File: config.mk
export PLATFORM = sky130hd
export DESIGN_NAME = adc_acq_sched
export DESIGN_NICKNAME = d
export VERILOG_FILES = /design/src/rtl/adc_acq_pkg.sv /design/src/rtl/adc_rr_pick.sv /design/src/rtl/adc_acq_sched.sv
export SDC_FILE = /design/constraint.sdc
export NUM_CORES = 1
export LEC_CHECK = 0
export CORE_ASPECT_RATIO = 0.5
export CORE_MARGIN = 2
export CORE_UTILIZATION = 50
export CTS_CLUSTER_DIAMETER = 30
export CTS_CLUSTER_SIZE = 10
export DETAILED_ROUTE_END_ITERATION = 6
export GPL_TIMING_DRIVEN = 1
export PLACE_DENSITY = 0.77
export SLEW_MARGIN = 20
export SYNTH_ARGS = -nofsm -noshare
export SYNTH_HDL_FRONTEND = slang
export SYNTH_SLANG_ARGS = --single-unit
File: constraint.sdc
create_clock -name clk_100 -period 3.1 [get_ports clk_100]
set_input_delay 0.775 -clock clk_100 [delete_from_list [all_inputs] [get_ports clk_100]]
set_output_delay 0.775 -clock clk_100 [all_outputs]
set_load 0.05 [all_outputs]
File: src/rtl/adc_acq_pkg.sv
// Shared definitions for the ADC acquisition scheduler.
// Holds the FSM state type, default parameter values, the derived frame length
// (trigger to sample strobe) and a default trigger period.
package adc_acq_pkg;

    typedef enum logic [2:0] {
        StIdle,
        StSettle,
        StSetup,
        StShift,
        StHold,
        StDone
    } state_e;

    localparam int unsigned DEF_NUM_CH     = 4;
    localparam int unsigned DEF_CH_W       = 2;
    localparam int unsigned DEF_DATA_W     = 16;
    localparam int unsigned DEF_CLK_DIV    = 2;
    localparam int unsigned DEF_SETTLE_CYC = 4;

    localparam logic [15:0] DEF_PERIOD = 16'd200;

    // Cycles from trigger to sample strobe: settle + setup + shift + hold + done.
    function automatic int unsigned frame_cyc(input int unsigned settle_cyc,
                                              input int unsigned clk_div,
                                              input int unsigned data_w);
        return settle_cyc + 1 + 2 * clk_div * data_w + 1 + 1;
    endfunction

    localparam int unsigned FRAME_CYC = frame_cyc(DEF_SETTLE_CYC, DEF_CLK_DIV, DEF_DATA_W);

endpackage

File: src/rtl/adc_rr_pick.sv
// Combinational round-robin picker.
// Finds the first set bit of ch_mask_i searching last_ch_i+1, last_ch_i+2, ...
// modulo NUM_CH.
//   ch_mask_i : per-channel enable mask
//   last_ch_i : channel served most recently
//   next_ch_o : channel to serve next (only meaningful when any_o is high)
//   any_o     : at least one channel enabled
module adc_rr_pick
    import adc_acq_pkg::*;
#(
    parameter int unsigned NUM_CH = DEF_NUM_CH,
    parameter int unsigned CH_W   = DEF_CH_W
) (
    input  logic [NUM_CH-1:0] ch_mask_i,
    input  logic [CH_W-1:0]   last_ch_i,
    output logic [CH_W-1:0]   next_ch_o,
    output logic              any_o
);

    logic [CH_W-1:0] idx;

    // Walk the search order backwards so the nearest candidate is written last.
    always_comb begin
        next_ch_o = last_ch_i;
        any_o     = |ch_mask_i;
        idx       = '0;
        for (int i = NUM_CH; i >= 1; i--) begin
            idx = CH_W'((int'(last_ch_i) + i) % NUM_CH);
            if (ch_mask_i[idx]) begin
                next_ch_o = idx;
            end
        end
    end

endmodule

File: src/rtl/adc_acq_sched.sv
// Multi-channel acquisition scheduler for the serial ADC path.
// A period timer triggers conversions; each trigger picks the next enabled channel
// round-robin, drives the analog mux, runs one serial frame and strobes the result.
//   clk_100, reset        : system clock, synchronous active-high reset
//   enable_i              : run; low aborts the frame and clears overrun
//   ch_mask_i             : channels to scan
//   period_cfg_i          : trigger period in clk_100 cycles, 0 disables
//   mdi_i                 : ADC serial data in
//   sck_o, cs_n_o         : ADC serial clock (idles low), chip select (idles high)
//   mux_sel_o             : analog mux select
//   sample_data_o/_ch_o   : last completed conversion and its channel
//   sample_valid_o        : one-cycle new-sample strobe
//   busy_o, overrun_o     : FSM not idle; sticky dropped-trigger flag
module adc_acq_sched
    import adc_acq_pkg::*;
#(
    parameter int unsigned NUM_CH     = DEF_NUM_CH,
    parameter int unsigned CH_W       = DEF_CH_W,
    parameter int unsigned DATA_W     = DEF_DATA_W,
    parameter int unsigned CLK_DIV    = DEF_CLK_DIV,
    parameter int unsigned SETTLE_CYC = DEF_SETTLE_CYC
) (
    input  logic              clk_100,
    input  logic              reset,
    input  logic              enable_i,
    input  logic [NUM_CH-1:0] ch_mask_i,
    input  logic [15:0]       period_cfg_i,
    input  logic              mdi_i,
    output logic              sck_o,
    output logic              cs_n_o,
    output logic [CH_W-1:0]   mux_sel_o,
    output logic [DATA_W-1:0] sample_data_o,
    output logic [CH_W-1:0]   sample_ch_o,
    output logic              sample_valid_o,
    output logic              busy_o,
    output logic              overrun_o
);

    localparam int unsigned CNT_MAX = (SETTLE_CYC > CLK_DIV) ? SETTLE_CYC : CLK_DIV;
    localparam int unsigned CNT_W   = $clog2(CNT_MAX + 1);
    localparam int unsigned BIT_W   = $clog2(DATA_W + 1);

    state_e              state_q, state_d;
    logic [15:0]         per_cnt_q, per_cnt_d;
    logic [CNT_W-1:0]    cnt_q, cnt_d;
    logic                phase_q, phase_d;
    logic [BIT_W-1:0]    bit_cnt_q, bit_cnt_d;
    logic [DATA_W-1:0]   shift_q, shift_d;
    logic [DATA_W-1:0]   sample_data_q, sample_data_d;
    logic [CH_W-1:0]     sample_ch_q, sample_ch_d;
    logic                sample_valid_q, sample_valid_d;
    logic                overrun_q, overrun_d;
    logic [CH_W-1:0]     last_ch_q, last_ch_d;
    logic [CH_W-1:0]     mux_sel_q, mux_sel_d;

    logic                tick;
    logic [CH_W-1:0]     pick_ch;
    logic                pick_any;

    adc_rr_pick #(
        .NUM_CH (NUM_CH),
        .CH_W   (CH_W)
    ) u_rr_pick (
        .ch_mask_i (ch_mask_i),
        .last_ch_i (last_ch_q),
        .next_ch_o (pick_ch),
        .any_o     (pick_any)
    );

    // Period timer; period_cfg_i is compared live.
    always_comb begin
        tick      = enable_i && (period_cfg_i != '0) && (per_cnt_q == period_cfg_i - 16'd1);
        per_cnt_d = per_cnt_q + 16'd1;
        if (!enable_i || (period_cfg_i == '0) || tick) begin
            per_cnt_d = '0;
        end
    end

    always_comb begin
        state_d        = state_q;
        cnt_d          = cnt_q;
        phase_d        = phase_q;
        bit_cnt_d      = bit_cnt_q;
        shift_d        = shift_q;
        sample_data_d  = sample_data_q;
        sample_ch_d    = sample_ch_q;
        sample_valid_d = 1'b0;
        overrun_d      = overrun_q;
        last_ch_d      = last_ch_q;
        mux_sel_d      = mux_sel_q;

        if (!enable_i) begin
            // Abort: results and round-robin position are retained.
            state_d   = StIdle;
            overrun_d = 1'b0;
            cnt_d     = '0;
            phase_d   = 1'b0;
            bit_cnt_d = '0;
        end else begin
            // DONE counts as busy, so a tick there is also dropped.
            if (tick && (state_q != StIdle)) begin
                overrun_d = 1'b1;
            end
            unique case (state_q)
                StIdle: begin
                    if (tick && pick_any) begin
                        state_d   = StSettle;
                        last_ch_d = pick_ch;
                        mux_sel_d = pick_ch;
                        cnt_d     = '0;
                    end
                end
                StSettle: begin
                    if (cnt_q == CNT_W'(SETTLE_CYC - 1)) begin
                        state_d = StSetup;
                        cnt_d   = '0;
                    end else begin
                        cnt_d = cnt_q + CNT_W'(1);
                    end
                end
                StSetup: begin
                    state_d   = StShift;
                    cnt_d     = '0;
                    phase_d   = 1'b0;
                    bit_cnt_d = '0;
                end
                StShift: begin
                    if (cnt_q == CNT_W'(CLK_DIV - 1)) begin
                        cnt_d = '0;
                        if (!phase_q) begin
                            // sck rises next cycle: capture the bit presented while low.
                            phase_d = 1'b1;
                            shift_d = {shift_q[DATA_W-2:0], mdi_i};
                        end else begin
                            phase_d = 1'b0;
                            if (bit_cnt_q == BIT_W'(DATA_W - 1)) begin
                                state_d = StHold;
                            end else begin
                                bit_cnt_d = bit_cnt_q + BIT_W'(1);
                            end
                        end
                    end else begin
                        cnt_d = cnt_q + CNT_W'(1);
                    end
                end
                StHold: begin
                    state_d        = StDone;
                    sample_data_d  = shift_q;
                    sample_ch_d    = last_ch_q;
                    sample_valid_d = 1'b1;
                end
                StDone: begin
                    state_d = StIdle;
                end
                default: begin
                    state_d = StIdle;
                end
            endcase
        end
    end

    always_ff @(posedge clk_100) begin
        if (reset) begin
            state_q        <= StIdle;
            per_cnt_q      <= '0;
            cnt_q          <= '0;
            phase_q        <= 1'b0;
            bit_cnt_q      <= '0;
            shift_q        <= '0;
            sample_data_q  <= '0;
            sample_ch_q    <= '0;
            sample_valid_q <= 1'b0;
            overrun_q      <= 1'b0;
            last_ch_q      <= CH_W'(NUM_CH - 1);
            mux_sel_q      <= '0;
        end else begin
            state_q        <= state_d;
            per_cnt_q      <= per_cnt_d;
            cnt_q          <= cnt_d;
            phase_q        <= phase_d;
            bit_cnt_q      <= bit_cnt_d;
            shift_q        <= shift_d;
            sample_data_q  <= sample_data_d;
            sample_ch_q    <= sample_ch_d;
            sample_valid_q <= sample_valid_d;
            overrun_q      <= overrun_d;
            last_ch_q      <= last_ch_d;
            mux_sel_q      <= mux_sel_d;
        end
    end

    assign busy_o         = (state_q != StIdle);
    assign cs_n_o         = !((state_q == StSetup) || (state_q == StShift) || (state_q == StHold));
    assign sck_o          = (state_q == StShift) && phase_q;
    assign mux_sel_o      = mux_sel_q;
    assign sample_data_o  = sample_data_q;
    assign sample_ch_o    = sample_ch_q;
    assign sample_valid_o = sample_valid_q;
    assign overrun_o      = overrun_q;

endmodule

# Yosys cells after proc, flatten, opt, wreduce, memory -nomap -nowiden
# Index checks and enable logic that the tools add are counted.
# W data, S select, Z words.
# op_classes
addsub,8
magnitude_cmp,4
eq_ne,14
n_mux,30
n_bitwise,2
reduce_logical,27
# op_table
cell,n
$mux W3,8
$add A16 B1 Y16 const B,1
$eq A16 B16 Y1,1
$logic_not A16 Y1,1
$reduce_bool A16 Y1,1
$sub A16 B1 Y16 const B,1
$mux W5,3
$pmux W3 S5,1
$lt A2 B3 Y1 const B,4
$ne A2 B2 Y1 const B,6
$pmux W3 S4,1
$pmux W5 S2,1
$eq A3 B2 Y1 const B,3
$bmux W1 S2,4
$mux W2,4
$reduce_and A4 Y1,2
$mux W1,7
$eq A3 B1 Y1 const B,2
$reduce_and A2 Y1,3
$add A5 B1 Y5 const B,1
$eq A5 B4 Y1 const B,1
$logic_and A1 B1 Y1,5
$reduce_and A5 Y1,1
$add A2 B1 Y2 const B,2
14 further kinds,21
# totals
register_bits,68
input_bits,24
output_inout_bits,25
wordCells,97

# Logic depth before layout (Yosys ltp)
# Gate-level depths: netlist (run 1).
# depth
ltp_word,7
depth_mapped,10

# Hierarchy
# Synthesis (run 1) repeated with hierarchy kept, for this count alone.
# unflattened
hier_cells,439
area_unflattened_um2,3697.3
# modules_own_cells
module,n_inst,cells_per_inst,area_per_inst_um2
adc_acq_sched,1,425,3624.7
adc_rr_pick,1,14,72.6

# Least setup slack after synthesis (run 1)
# OpenSTA, ideal clock, no wires.
# synth_timing
path_kind,input-to-reg
startpoint,in period_cfg_i[0]
endpoint,reg cnt_q[0]
setup_time_ns,0.116
arrival_ns,3.078
required_time_ns,2.984
slack_ns,-0.094
stages,9
path_cell_list,inv_1 ha_1 or4b_4 nor4_4 mux2i_1 or3b_1 and2_4 or4_4 a31o_1
# synth_via
elab_chain_len,6
# synth_lines
item,line,source
"start, declared",adc_acq_sched.sv:27,"input logic [15:0] period_cfg_i,"
$sub A16 B1 Y16 or $reduce_bool A16 Y1 (tied branches),adc_acq_sched.sv:72,tick = enable_i && (period_cfg_i != '0) && (per_cnt_q == period_cfg_i - 16'd1);
$eq A16 B16 Y1 or $logic_and A1 B1 Y1 (tied branches),adc_acq_sched.sv:72,
$logic_and A1 B1 Y1 *,adc_acq_sched.sv:72,
$logic_and A1 B1 Y1 *,adc_acq_sched.sv:106,if (tick && pick_any) begin
$ne A2 B2 Y1 (no line) *,-,
$reduce_and A2 Y1 (no line) *,-,
"end signal, assigned",adc_acq_sched.sv:179,cnt_q <= cnt_d;
"end, declared",adc_acq_sched.sv:45,"logic [CNT_W-1:0] cnt_q, cnt_d;"
# Every way passes the cells marked *; elsewhere a longest branch is shown, timed or not.
# A chain may end at the register's enable or synchronous reset.

# Final worst setup path (run 1)
# layout_timing
startpoint,in period_cfg_i[8]
endpoint,reg cnt_q[2]
# Same word-level chain as after synthesis.

==> results.cfg, run 1 <==
[status]
status = complete, but fails checks
violations = setup timing

[timing]
hold-worst-slack_ps = 441
worst_slew_pin_slew_ps = 616
rsz0062_at_grt = true
skew_ps = 7.18
period_needed_ps = 3120
fmax_mhz = 320
slew_headroom_pct = 58.9
finalHoldViolCount = 0
setup_viol = 1
period_share_pct = 101
postLayoutSetupSlackWorst_ps = -23.0
slew_viol_final = 0

[setup_path]
cp.arrival_ps = 3340
crit_path_start = period_cfg_i[8]
cp_max_fo = 4
r2r_slack_ps = 490
reg2reg_depth = 7
r2r-end = cnt_q[2]
crit_required_ps = 3310
end_kind = flop
criticalPathCategory = in2reg
start_kind = input pin
crit_path_end = cnt_q[2]
r2r-start = per_cnt_q[2]

[logic_synthesis]
ys_ff_latch = 68
synth_warnings = 0
ys_top_cells_by_area = dfxtp_1 38%, mux2i_1 5.9%, nand2_1 5.7%
synth_area_mm2 = 0.00357
synth_xor_area_share_pct = 7.11
synth_edf_count = 0
synthFlopType = dfxtp_1
muxShareOfSynthArea_pct = 6.20
syn-num-nets = 462
yosys.area.top_type = dfxtp_1
synth_compound_area_share_pct = 12.8
synth_fa_ha_area_share_pct = 2.80
yosysSeqAreaShare_pct = 38.1
yosys.area_share.simple_pct = 28.9
synth_top_family_by_area = simple AND/OR/NAND/NOR gates
ys_types = 56
postSynthAreaPerCell_um2 = 8.30
async_flop_share_pct = 0
synth_top_cell_area_share_pct = 38.1
synthCells = 430

[placement]
hpwl_um = 5820
numPortBuffers = 48
routabilityCongestion = 0.890

[routing]
drt-pass1-iter-count = 5
antenna_left = 0
drt-wirelength-per-cell_um = 14.2
drcViolationCount = 0
viasPerCell = 5.48
drt_iter0_markers = 280
route.vias.total = 3335
wl_um = 8640

[clock_network]
insertion_delay_ps = 320
clk_pin_slew_ps = 50
cts_buffers = 9
cts_tree = done
cts_num_sinks = 68
htree_levels = 3
cts_buffer_depth = 2
root_buffer = clkbuf_16

[die]
die-height_um = 63.8
initial_core_util_pct = 52.5
dieArea_mm2 = 0.00787
ios = 49
placementRows = 21
core-area_mm2 = 0.00681
die_x_um = 124

[power_and_ir_drop]
p_leak_nw = 1.92
power_per_cell_area_mw_per_mm2 = 426
ir_drop_mv = 0.298
design_power_total_mw = 2.07

[hold_path]
min_path_type = reg2reg

[cells_and_area]
area.sequential_mm2 = 0.00136
drive_above_1_share_pct = 19.0
antenna_cells = 0
multiInputGateArea_mm2 = 0.00219
layout_commonest_cell = dfxtp_1
nets = 544
layout_common_cells = 68 x dfxtp_1, 54 x nand2_1, 44 x buf_4
nFillCells = 530
synthToLayoutAreaGrowth_pct = 36.3

[job]
max-cap-violations = 0

[global_route]
grt_pass1_vias = 3221
grt_pass1_wl_um = 14400
grt-ovfl-total = 0
grtUsageTotal_pct = 22.9
grt_max_degree = 61
antenna_found_initial = 0
[cell families after synthesis]
logic type / after synthesis
AOI/OAI and AO/OA: 71
xor gates and xnor gates: 29
adders and majority gates: 8
buffers and inverters: 39
DFF: 68
muxes: 22
and+or+nand+nor: 193
[worst min-delay path by stage]
| stage | startpoint | end | depth (start not counted) |
|---|---|---|---|
| floorplan | shift_q[15] | sample_data_o[15] | 2 |
| global placement | overrun_o | overrun_o | 2 |
| detailed placement | overrun_o | overrun_o | 2 |
| CTS | overrun_o | overrun_o | 2 |
| global route | sample_ch_o[0] | sample_ch_o[0] | 2 |
| finish | overrun_o | overrun_o | 2 |
[layout make-up]
type	instances	area share, %
multi-input combinational	323	45.0
inverter	16	1.59
clock buffer	10	4.91
clock inverter	6	1.44
timing repair buffer	94	16.7
tap	92	2.37
sequential	68	28.0
[synthesized netlist by cell type (all sizes together), types with 3 or more instances]
master,instances
nand4b,3
a21oi,33
or2,3
nand2,54
nor2,43
inv,16
nand2b,5
or4,4
dfxtp,68
nor2b,5
nand3b,3
nand3,12
nor4,21
a31o,3
ha,8
o21ai,10
or3,3
and3,4
nand4,8
xnor2,8
mux2i,21
clkbuf,22
a211oi,5
xor2,21
nor3,11
or4b,3
and2,4
[worst max-delay path, cell delays in order]
cell and delay (ps):
buf_6 90, or4_4 540, buf_6 130, or4b_4 550, xor2_4 180, a31oi_4 130, nand3b_1 190, or4_4 520
a31o_1 230
[through the flow]
step	cells	utilization, %	TNS [ps]	cell area [µm²]	setup slack, ps
final	609	71.5	-23.0	4870	-23.0
after global routing	609	71.5	-123	4870	-63.0
after CTS	609	70.4	0	4790	0.0655
after detailed placement	589	65.3	-16470	4440	-772
after global placement	589	65.3	-15180	4440	-741
after floorplan	430	-	-80.5	3610	-26.8
[repair_timing]
action | in CTS | in global routing
resized for setup | 28 | 21
setup buffers | 4 | 0
pin swaps | 10 | 10
hold buffers | 0 | 0
cloned | 0 | 0
endpoints found under the setup margin | 25 | 24
[flip-flops by register name (all words and copies together), names as in the netlist, 3 cells and up]
register       flops
shift_q           16
state_q            3
cnt_q              3
sample_data_o     16
per_cnt_q         16
bit_cnt_q          5
[routing by layer]
layer | wire, µm | track usage [%]
met3 | 383 | 4.29
met2 | 4100 | 39.9
met4 | 116 | 7.95
met5 | 0 | 0
met1 | 4040 | 28.4
[power breakdown]
part | switching [mW] | internal, mW | total (mW)
Clock | 0.388 | 0.651 | 1.04
Sequential | 0.00178 | 0.875 | 0.877
Combinational | 0.0815 | 0.0753 | 0.157
Total | 0.471 | 1.60 | 2.07
(Power assumes the default switching activity.)
==> run 2: changes to the inputs <==
--- a/config.mk
+++ b/config.mk
@@ -5,6 +5,7 @@
 export SDC_FILE = /design/constraint.sdc
 export NUM_CORES = 1
 export LEC_CHECK = 0
+export CAP_MARGIN = 0
 export CORE_ASPECT_RATIO = 0.5
 export CORE_MARGIN = 2
 export CORE_UTILIZATION = 50
@@ -12,6 +13,7 @@
 export CTS_CLUSTER_SIZE = 10
 export DETAILED_ROUTE_END_ITERATION = 6
 export GPL_TIMING_DRIVEN = 1
+export HOLD_SLACK_MARGIN = 0.08
 export PLACE_DENSITY = 0.77
 export SLEW_MARGIN = 20
 export SYNTH_ARGS = -nofsm -noshare
==> results of run 2 <==
The final DEF is identical to that of run 1; final timing and power are the same.
==> run 3: changes to the inputs <==
--- a/config.mk
+++ b/config.mk
@@ -8,13 +8,13 @@
 export CAP_MARGIN = 0
 export CORE_ASPECT_RATIO = 0.5
 export CORE_MARGIN = 2
-export CORE_UTILIZATION = 50
+export CORE_UTILIZATION = 57
 export CTS_CLUSTER_DIAMETER = 30
 export CTS_CLUSTER_SIZE = 10
 export DETAILED_ROUTE_END_ITERATION = 6
 export GPL_TIMING_DRIVEN = 1
 export HOLD_SLACK_MARGIN = 0.08
-export PLACE_DENSITY = 0.77
+export PLACE_DENSITY = 0.83
 export SLEW_MARGIN = 20
 export SYNTH_ARGS = -nofsm -noshare
 export SYNTH_HDL_FRONTEND = slang
==> constraint.sdc (replaced) <==
create_clock -name clk_100 -period 3.6 [get_ports clk_100]
set_input_delay 0.9 -clock clk_100 [delete_from_list [all_inputs] [get_ports clk_100]]
set_output_delay 0.9 -clock clk_100 [all_outputs]
set_load 0.05 [all_outputs]
==> run 3 against run 2 <==
  * The run now ends clean
  * Design area is 4.9% lower
  * Sequential power is 14% lower
  * Sequential share of layout area is 1.4 points higher
  * Register-to-register slack better by 580 ps
  * Hold slack better by 5.4 ps
  * Critical path depth is 2 higher
  * Non-clock buffer count is 14 lower
  * Clock power is 14% lower
  * Sequential cell count stayed put
  * Critical path type unchanged
  * Critical endpoint is now cnt_q[1]
  * Highest routed layer unchanged
==> results.cfg, run 3 (same netlist as run 1, synthesis figures left out) <==
[die]
ios = 49
placementRows = 20
initial_core_util_pct = 59.0
die_x_um = 116
die-height_um = 60.0
core-area_mm2 = 0.00606
dieArea_mm2 = 0.00695

[routing]
highest_layer = met4
drt-wirelength-per-cell_um = 15.4
drcViolationCount = 0
viasPerCell = 5.85
drt_iter0_markers = 331
route.vias.total = 3440
dr_wl_met2_um = 4330
drt-pass1-iter-count = 5
dr_wl_met3_um = 813
antenna_left = 0
wl_um = 9040
drt-met1-wl_um = 3790

[clock_network]
clk_pin_slew_ps = 50
cts_num_sinks = 68
cts_buffers = 9
cts_buffer_depth = 2
root_buffer = clkbuf_16
insertion_delay_ps = 330
cts_tree = done
htree_levels = 3

[setup_path]
critPathSlowestCell = or4_4
crit_required_ps = 3820
r2r-end = last_ch_q[0]
start_kind = input pin
crit_path_end = cnt_q[1]
cp_max_fo = 4
cp.arrival_ps = 3740
r2r-start = per_cnt_q[2]
criticalPathCategory = in2reg
reg2reg_depth = 8
worstPathCellList = clkdlybuf4s50_1 -> inv_2 -> ha_4 -> or4b_4 -> nor4_4 -> buf_4 -> xor2_1 -> o31a_1 -> and2_4 -> or4_4 -> a31o_1
crit_path_start = period_cfg_i[1]
r2r_slack_ps = 1070
slowest_delay_ps = 500
end_kind = flop

[cells_and_area]
nFillCells = 434
synthToLayoutAreaGrowth_pct = 29.6
final_util_pct = 76.4
antenna_cells = 0
layout_common_cells = 68 x dfxtp_1, 54 x nand2_1, 47 x clkdlybuf4s50_1
drive_above_1_share_pct = 12.0
stdcell_count = 588
nets = 530
layout_commonest_cell = dfxtp_1

[global_route]
antenna_found_initial = 0
grt_max_degree = 61
grt_pass1_vias = 3086
grtUsageTotal_pct = 27.5
grt-ovfl-total = 0
grt_pass1_wl_um = 14500

[timing]
skew_ps = 6.08
period_needed_ps = 3520
slew_headroom_pct = 49.7
worst_slew_pin_slew_ps = 755
postLayoutSetupSlackWorst_ps = 83.4
period_share_pct = 97.7
finalHoldViolCount = 0
setup_viol = 0
fmax_mhz = 284
rsz0062_at_grt = false
slew_viol_final = 0

[placement]
hpwl_um = 5960
routabilityCongestion = 0.916
pre_cts_ws_ps = -293
numPortBuffers = 48
dp_cells = 574

[status]
status = finished, final reports clean

[power_and_ir_drop]
power_per_cell_area_mw_per_mm2 = 382
ir_drop_mv = 0.294
p_leak_nw = 1.77

[job]
max-cap-violations = 0

[hold_path]
min_path_type = reg2reg
-- run 3: where the power goes --
part           total (mW)  internal [mW]  switching (mW)
Combinational       0.122         0.0594          0.0624
Clock               0.890          0.592           0.297
Sequential          0.756          0.755         0.00158
Total                1.77           1.41           0.361
-- run 3: critical path: cells and delay by family --
kind	cells	cell delay, ps
adder cells (fa/ha/maj)	1	140
buffers and inverters	3	710
AO/OA/AOI/OAI	2	530
AND/OR/NAND/NOR	4	1390
XOR/XNOR	1	60
-- run 3: repair_timing --
action | in CTS | in global routing
resized for setup | 0 | 4
setup buffers | 0 | 1
setup endpoints to repair | 0 | 7
hold buffers | 0 | 0
-- run 3: how the worst min path moves through the flow --
stage	from	cells after the start	endpoint	slack [ps]
global placement	overrun_o	2	overrun_o	440
detailed placement	overrun_o	2	overrun_o	440
floorplan	shift_q[15]	2	sample_data_o[15]	430
finish	overrun_o	2	overrun_o	450
global route	sample_data_o[4]	2	sample_data_o[4]	470
CTS	overrun_o	2	overrun_o	450
-- run 3: area by class of cell --
cell class | count | area [µm²] | share of cell area (%)
Clock buffer | 10 | 229 | 4.95
Timing Repair Buffer | 80 | 728 | 15.7
Sequential cell | 68 | 1360 | 29.4
Clock inverter | 3 | 65.1 | 1.41
Inverter | 16 | 60.1 | 1.30
Tap cell | 88 | 110 | 2.38
Multi-Input combinational cell | 323 | 2070 | 44.8
-- run 3: metal layers --
layer  vias up  GRT usage (%)
li1       1664              -
met1      1626           34.1
met2       135           46.9
met3        15           9.03
met4         0           7.31
met5         -              0
-- run 3: per-stage QoR --
step	cell area, µm²	setup TNS (ps)	power, mW	hold slack, ps
after CTS	4610	0	1.77	450
after global placement	4310	-2810	0.887	443
after detailed placement	4310	-5600	0.888	442
final	4630	0	1.77	446
after floorplan	3570	0	0.823	432
after global routing	4630	0	1.82	470
